--- src/rtl/legv8_pkg.sv ---
// Shared LEGv8 constants used by fetch and decode.
package legv8_pkg;
  localparam int INST_W     = 32;
  localparam int ADDR_W     = 64;
  localparam int INST_BYTES = 4;

  // Opcode fields consumed by decode.
  localparam logic [10:0] OP_ADD  = 11'b10001011000;
  localparam logic [10:0] OP_SUB  = 11'b11001011000;
  localparam logic [10:0] OP_LDUR = 11'b11111000010;
  localparam logic [10:0] OP_STUR = 11'b11111000000;
  localparam logic [7:0]  OP_CBZ  = 8'b10110100;
  localparam logic [7:0]  OP_CBNZ = 8'b10110101;
  localparam logic [5:0]  OP_B    = 6'b000101;

  function automatic logic [ADDR_W-1:0] word_align(input logic [ADDR_W-1:0] a);
    return {a[ADDR_W-1:2], 2'b00};
  endfunction
endpackage

--- src/rtl/sync_fifo.sv ---
// Single-clock FIFO with a synchronous flush; head is the oldest entry.
module sync_fifo #(
  parameter  int W     = 8,
  parameter  int DEPTH = 2,
  localparam int AW    = $clog2(DEPTH)
) (
  input  logic          clk,
  input  logic          rst_n,
  input  logic          flush,
  input  logic          push,
  input  logic [W-1:0]  push_data,
  input  logic          pop,
  output logic [W-1:0]  head,
  output logic          empty,
  output logic [AW:0]   count
);
  logic [W-1:0]  mem [DEPTH];
  logic [AW-1:0] wr_ptr, rd_ptr;
  logic          full, do_push, do_pop;

  assign empty   = (count == '0);
  assign full    = (count == (AW+1)'(DEPTH));
  assign do_push = push && !full;
  assign do_pop  = pop && !empty;
  assign head    = mem[rd_ptr];

  // Storage is cleared on reset so the head reads as zero until first write.
  always_ff @(posedge clk or negedge rst_n) begin
    if (!rst_n) begin
      for (int i = 0; i < DEPTH; i++) mem[i] <= '0;
      wr_ptr <= '0;
      rd_ptr <= '0;
      count  <= '0;
    end else if (flush) begin
      wr_ptr <= '0;
      rd_ptr <= '0;
      count  <= '0;
    end else begin
      if (do_push) begin
        mem[wr_ptr] <= push_data;
        wr_ptr      <= wr_ptr + 1'b1;
      end
      if (do_pop) rd_ptr <= rd_ptr + 1'b1;
      count <= count + (AW+1)'(do_push) - (AW+1)'(do_pop);
    end
  end
endmodule

--- src/rtl/if_fetch_unit.sv ---
// LEGv8 instruction fetch: credit-limited requests to imem, in-order response
// buffering with PC tags, and branch redirect with flush of stale fetches.
module if_fetch_unit
  import legv8_pkg::*;
#(
  parameter logic [ADDR_W-1:0] RESET_PC = '0,
  parameter int                DEPTH    = 2
) (
  input  logic              clk,
  input  logic              rst_n,
  output logic              imem_req_valid,
  output logic [ADDR_W-1:0] imem_req_addr,
  input  logic              imem_req_ready,
  input  logic              imem_rsp_valid,
  input  logic [INST_W-1:0] imem_rsp_data,
  input  logic              redirect_valid,
  input  logic [ADDR_W-1:0] redirect_target,
  output logic              inst_valid,
  output logic [INST_W-1:0] inst,
  output logic [ADDR_W-1:0] inst_pc,
  input  logic              inst_ready
);
  // Handshakes: a transfer happens in any cycle where valid && ready are both
  // high at the rising edge; valid never depends on ready of the same channel
  // and the payload is held while valid is high and ready is low.
  // imem_rsp has no ready: the credit rule guarantees a free buffer slot.
  localparam int CW = $clog2(DEPTH) + 1;
  localparam int DW = CW + 2;

  logic [ADDR_W-1:0]        pc_fetch, rsp_pc, target;
  logic [CW-1:0]            outstanding, buf_count;
  logic [DW-1:0]            drop_cnt;
  logic [CW:0]              committed;
  logic                     credit, req_fire, pop, rsp_live, rsp_drop, buf_empty;
  logic [INST_W+ADDR_W-1:0] buf_head;

  assign target    = word_align(redirect_target);
  assign pop       = inst_valid && inst_ready;
  // A pop in this cycle frees its slot, which keeps 1 inst/cycle streaming.
  assign committed = {1'b0, outstanding} + {1'b0, buf_count} - (CW+1)'(pop);
  assign credit    = committed < (CW+1)'(DEPTH);

  assign imem_req_valid = credit && !redirect_valid;
  assign imem_req_addr  = pc_fetch;
  assign req_fire       = imem_req_valid && imem_req_ready;
  assign rsp_drop       = imem_rsp_valid && (drop_cnt != '0);
  assign rsp_live       = imem_rsp_valid && (drop_cnt == '0);

  // outstanding counts live requests only; stale ones move to drop_cnt so the
  // target can be fetched the cycle after a redirect.
  always_ff @(posedge clk or negedge rst_n) begin
    if (!rst_n) begin
      pc_fetch    <= RESET_PC;
      rsp_pc      <= RESET_PC;
      outstanding <= '0;
      drop_cnt    <= '0;
    end else if (redirect_valid) begin
      pc_fetch    <= target;
      rsp_pc      <= target;
      outstanding <= '0;
      drop_cnt    <= drop_cnt + DW'(outstanding) - DW'(imem_rsp_valid);
    end else begin
      if (req_fire) pc_fetch <= pc_fetch + ADDR_W'(INST_BYTES);
      if (rsp_live) rsp_pc <= rsp_pc + ADDR_W'(INST_BYTES);
      outstanding <= outstanding + CW'(req_fire) - CW'(rsp_live);
      if (rsp_drop) drop_cnt <= drop_cnt - DW'(1);
    end
  end

  sync_fifo #(.W(INST_W + ADDR_W), .DEPTH(DEPTH)) u_inst_buf (
    .clk       (clk),
    .rst_n     (rst_n),
    .flush     (redirect_valid),
    .push      (rsp_live && !redirect_valid),
    .push_data ({imem_rsp_data, rsp_pc}),
    .pop       (pop),
    .head      (buf_head),
    .empty     (buf_empty),
    .count     (buf_count)
  );

  assign inst_valid = !buf_empty;
  assign inst       = buf_head[INST_W+ADDR_W-1:ADDR_W];
  assign inst_pc    = buf_head[ADDR_W-1:0];
endmodule

--- config.mk ---
export PLATFORM = sky130hd
export DESIGN_NAME = if_fetch_unit
export DESIGN_NICKNAME = d
export VERILOG_FILES = /design/src/rtl/legv8_pkg.sv /design/src/rtl/sync_fifo.sv /design/src/rtl/if_fetch_unit.sv
export SDC_FILE = /design/constraint.sdc
export NUM_CORES = 1
export LEC_CHECK = 0
export BUFFER_PORTS_ARGS = -buffer_cell sky130_fd_sc_hd__buf_2
export CAP_MARGIN = 20
export CORE_ASPECT_RATIO = 1.4
export CORE_MARGIN = 2
export CORE_UTILIZATION = 50
export CTS_BUF_LIST = sky130_fd_sc_hd__clkbuf_16
export DETAILED_ROUTE_END_ITERATION = 12
export PLACE_DENSITY = 0.72
export SKIP_CTS_REPAIR_TIMING = 1
export SYNTH_ARGS = -nofsm -noshare
export SYNTH_HDL_FRONTEND = slang
export SYNTH_HIERARCHICAL = 1
export SYNTH_SLANG_ARGS = --single-unit
export TNS_END_PERCENT = 100
--- constraint.sdc ---
create_clock -name clk -period 7.5 [get_ports clk]
set_clock_uncertainty 0.1 [all_clocks]
set_input_delay 1.125 -clock clk [delete_from_list [all_inputs] [get_ports clk]]
set_output_delay 1.125 -clock clk [all_outputs]
set_load 0.01 [all_outputs]
# [Word-level counts from Yosys, hierarchy flattened]
# Index checks and enable logic that the tools add are counted.
[totals] register_bits=330 inputBits=102 out_inout_bits=162 word_cells=69
[op_classes] add_sub_neg=13 order_cmp=4 n_eq_ne=1 mux=18 bitwise_logic=3 reduce_logical=21
[op_table] cell="$mux 96" count=4
[op_table] cell="$mux 64" count=4
[op_table] cell="$bwmux 192" count=1
[op_table] cell="$add 64x3->64 const B" count=2
[op_table] cell="$demux 96 s1" count=1
[op_table] cell="$reduce_bool 2->1" count=5
[op_table] cell="$logic_and 1x1->1" count=9
[op_table] cell="$mux 4" count=2
[op_table] cell="$add 2x1->2" count=2
[op_table] cell="$add 4x2->4" count=1
[op_table] cell="$ge 2x2->1 const B" count=2
[op_table] cell="$logic_not 4->1" count=1
[op_table] cell="$mux 1" count=4
[op_table] cell="$mux 2" count=2
[op_table] cell="$not 1->2" count=2
[op_table] cell="$reduce_bool 4->1" count=1
[op_table] cell="$sub 2x1->2" count=2
[op_table] cell="$sub 4x1->4" count=1
[op_table] cell="$sub 4x1->4 const B" count=1
[op_table] cell="$add 2x2->3" count=1
[op_table] cell="$logic_not 1->1" count=3
[op_table] cell="$lt 3x2->1 const B" count=1
[op_table] cell="$sub 3x1->3" count=1
[op_table] cell="$add 1x1->1 const B" count=2
[op_table] cell="other kinds (5)" count=5

# [Depth between registers and ports, before layout]
[logic_depth] ltp_word=10 depth_mapped=16 depth_no_buf=13

# [Hierarchy]
# Netlist, hierarchy kept.
[by_module_without_submodules] mod="sync_fifo" instances=1 cells_each=536 area_per_inst_um2=8466.9 seq_area_each_um2=4904.7
[by_module_without_submodules] mod="if_fetch_unit" instances=1 cells_each=948 area_per_inst_um2=8177.8 seq_area_each_um2=3253.1

# [Least setup slack after synthesis]
# Ideal clock, no wire load.
[synth_path] path_kind="input to register" start="in inst_ready" end="reg outstanding[0]" setup_time_ns=0.132 t_arrival_ns=4.002 required_time_ns=7.268 setup_slack_ns=3.266 path_stages=14 path_buffers=3 cell_sequence="nor2b_1 -> ha_1 -> nand2b_1 -> fa_1 -> xnor2_1 -> nor2_1 -> inv_1 -> clkbuf_1 -> clkbuf_1 -> clkbuf_1 -> ha_1 -> inv_1 -> ha_1 -> nor2b_1"
[synth_between] elab_chain_cells=8
[synth_lines] element="start: declaration" line="if_fetch_unit.sv:21" rtl="input logic inst_ready"
[synth_lines] element="$logic_and 1x1->1" line="if_fetch_unit.sv:38" rtl="assign pop = inst_valid && inst_ready;"
[synth_lines] element="$sub 3x1->3" line="if_fetch_unit.sv:40" rtl="assign committed = {1'b0, outstanding} + {1'b0, buf_count} - (CW+1)'(pop);"
[synth_lines] element="$lt 3x2->1" line="if_fetch_unit.sv:41" rtl="assign credit = committed < (CW+1)'(DEPTH);"
[synth_lines] element="$logic_and 1x1->1" line="if_fetch_unit.sv:43" rtl="assign imem_req_valid = credit && !redirect_valid;"
[synth_lines] element="$logic_and 1x1->1" line="if_fetch_unit.sv:45" rtl="assign req_fire = imem_req_valid && imem_req_ready;"
[synth_lines] element="$add 2x1->2" line="if_fetch_unit.sv:65" rtl="outstanding <= outstanding + CW'(req_fire) - CW'(rsp_live);"
[synth_lines] element="$sub 2x1->2" line="if_fetch_unit.sv:65"
[synth_lines] element="$mux 2" line="if_fetch_unit.sv:57" rtl="end else if (redirect_valid) begin"
[synth_lines] element="end signal: assignment" line="if_fetch_unit.sv:65"
[synth_lines] element="end: declaration" line="if_fetch_unit.sv:31" rtl="logic [CW-1:0] outstanding, buf_count;"
# No other way between the ends.
# A chain may end at the register's enable or synchronous reset.

# [Final worst setup path]
[layout_path] start="in inst_ready" end="out imem_req_valid"
[layout_between] elab_chain_cells=4
[layout_lines] element="$logic_and 1x1->1" line="if_fetch_unit.sv:38"
[layout_lines] element="via pop" line="if_fetch_unit.sv:34" rtl="logic credit, req_fire, pop, rsp_live, rsp_drop, buf_empty;"
[layout_lines] element="$sub 3x1->3" line="if_fetch_unit.sv:40"
[layout_lines] element="$lt 3x2->1" line="if_fetch_unit.sv:41"
[layout_lines] element="$logic_and 1x1->1" line="if_fetch_unit.sv:43"
[layout_lines] element="end: declaration" line="if_fetch_unit.sv:11" rtl="output logic imem_req_valid,"
# The timed path passes the listed nets, and every way through them passes these cells.

==> metrics.txt <==
Max-Cap Viols=0; FFs w/ async S/R, synth=100.0%; fraction of layout cells with a size suffix above 1=35.26%; Synth Flop Type=dfrtp_1; Final setup viols=0; pre-CTS WS=3.186 ns; Setup CP Type=in -> out; placed instance area=18360 um2; Worst path max stage delay=0.49 ns; Placer Congestion=0.8921; total grt overflow=0; most frequent CP cell=buf_2; CTS Sinks=326; commonest non-fill, non-tap cell in the layout=dfrtp_1; Routed wire per std cell=20.97 um; reg2reg path depth=13; setup_tns=0 ns; Required @ worst endpoint=6.27 ns; Clock Tree Buf Depth=3; Yosys top cell area share=49.01%; Slew @ Worst Pin=1.042 ns; number of antenna diodes=0; Yosys Warn Count=6; Seq/Total Area, Yosys=49.01%; Max VDD drop=0.0001782 V; CTS buffer count=31; CTS H-tree depth=1; syn avg cell area=11.22 um2; max-slew violation count=0; # port buffers=259; area grow syn2layout=16.79%; WP buf/inv=2; die area=34790 um2; Critical Path Stages=8; Max FO, Critical Path=6; Fmax=0.2376 GHz; post-synthesis cell type count=64; Setup crit start kind=primary input; chip width=158.2 um; leading area contributor after synthesis=dfrtp_1; Remaining DRCs=0; Die Ht=219.9 um; Pre-Repair DR Iteration Count=5; Synth Register Bits=326; Final #Nets=1842; final hold violation count=0; clk_lat worst skew=0.57 ns; Placed Instances=2135; Reg clk slew, reported paths=0.06 ns; # rows=79; Area contributors post-synth=dfrtp_1 (49%), mux2_2 (18%), mux2_1 (2.7%); hold crit path type=reg -> reg; Layout Cells excl Fill=2192; Detail Placement HPWL=32750 um; delay-heaviest family, CP=adder cells; status=complete, no violations; first-pass GRT wire length=70880 um; crit path DAT=2.98 ns; most frequent cells in the layout=dfrtp_1 (325), mux2_2 (264), buf_2 (258); crit path capture type=output pin; antenna-violating nets left=0; initial core utilization=50.42%; CTS tree=done; Cells after Synth=1484; normalized max-slew margin=30.56%; min Tclk post-route=4.209 ns; largest net degree at the start of global routing=175; Post-Syn Area=16640 um2; Post-synth EDFFs=0; worst path cell trace=buf_2, nor2b_1, ha_1, nand2b_1, fa_1, xnor2_1, nor3b_1, buf_2; Final WS setup=3.291 ns; initial drt markers=950; Static Leakage=8.998 nW; drt total wl=45960 um; Core Box Area=33010 um2; CP max-delay cell=xnor2_1; initial antenna violation count=1; via/cell ratio=5.977; Root Driver=clkbuf_16; Total GRT Usage=25.91%; Power, Total=5.599 mW; Vias=13100; RSZ-0062 raised after global routing=false; vias in the first global route=12980; final cycle utilization of the critical path=56.13%; Pwr Density=288.0 nW/um2; # IOs=264; final instance area=19440 um2; hold depth=1
cells in the mapped netlist, drive strengths merged (2+ instances only):
| cell type | number |
|---|---|
| or4b | 2 |
| a22oi | 5 |
| o31a | 2 |
| nand2 | 94 |
| mux2i | 6 |
| clkbuf | 43 |
| o21ai | 41 |
| inv | 38 |
| buf | 33 |
| nand4b | 2 |
| or4 | 29 |
| fa | 2 |
| nand2b | 6 |
| nor3 | 15 |
| nor4 | 32 |
| ha | 15 |
| o211ai | 22 |
| nand4 | 65 |
| or3 | 25 |
| nand3b | 2 |
| or2 | 3 |
| nor2b | 6 |
| a31oi | 35 |
| dfrtp | 326 |
| nor2 | 70 |
| a21o | 2 |
| mux2 | 304 |
| and4 | 10 |
| a31o | 3 |
| nand3 | 80 |
| xor2 | 23 |
| and3 | 16 |
| o41ai | 2 |
| and2 | 13 |
| o311ai | 12 |
| o21a | 3 |
| nor3b | 2 |
| xnor2 | 36 |
| a21oi | 30 |
| o31ai | 16 |
through the flow:
step / utilization (%) / hold slack, ns
floorplan: - / 0.3541
global placement: 55.52 / 0.3636
detailed placement: 55.60 / 0.3708
CTS: 58.88 / 0.3861
global route: 58.88 / 0.3967
finish: 58.88 / 0.3842
routing by layer:
layer	vias to the layer above	share of wire [%]	global-route usage (%)
met5	-	0.028	0
met2	503	50	43.68
met3	104	7.6	5.782
met4	2	4.0	10.09
li1	5974	-	-
met1	6518	39	32.34
registers in the layout (all words and copies together), names as in the netlist:
signal and cells:
u_inst_buf/wr_ptr 1, rsp_pc 62, drop_cnt 4, imem_req_addr 62, u_inst_buf/rd_ptr 1, u_inst_buf/mem 192
outstanding 2, u_inst_buf/count 2
path summary, 6_finish.rpt:
| check | from | endpoint | slack [ns] |
|---|---|---|---|
| worst min-delay path | u_inst_buf/mem[124]$_DFFE_PN0P_ | u_inst_buf/mem[124]$_DFFE_PN0P_ | 0.38 |
| worst max-delay path | inst_ready | imem_req_valid | 3.29 |
| worst min register to register | u_inst_buf/mem[124]$_DFFE_PN0P_ | u_inst_buf/mem[124]$_DFFE_PN0P_ | 0.38 |
| worst max register to register | u_inst_buf/count[1]$_DFF_PN0_ | outstanding[1]$_DFF_PN0_ | 3.81 |
| max in group asynchronous | rst_n | u_inst_buf/mem[50]$_DFFE_PN0P_ | 5.40 |
| min in group asynchronous | rst_n | u_inst_buf/mem[83]$_DFFE_PN0P_ | 0.47 |
where the power goes:
part	leakage, nW	total, mW	switching, mW	internal [mW]
logic	4.25	1.52	0.764	0.753
clock network	0.562	1.68	0.690	0.992
registers	4.19	2.40	0.286	2.11
cell type report:
class	count	area, um2
fill	2831	13580
sequential	326	8162
multi-input combinational	1047	7996
timing repair buffer	278	1494
clock buffer	31	775.7
tap	445	556.8
clock inverter	26	306.5
inverter	39	147.6
cells by family (layout without fill, tap and decap cells):
kind of cell / count (synthesis) / count (layout) / synth area share [%]
simple gates: 474 / 474 / 15.43
flops: 326 / 326 / 49.01
mux: 310 / 310 / 20.93
compound gates: 181 / 181 / 7.029
buf+inv: 116 / 374 / 3.112
xor+xnor: 59 / 59 / 3.105
fa+ha+maj: 17 / 17 / 1.368
other cells: 1 / 6 / 0.02253
Note: power is estimated with default switching activity, not from simulation.
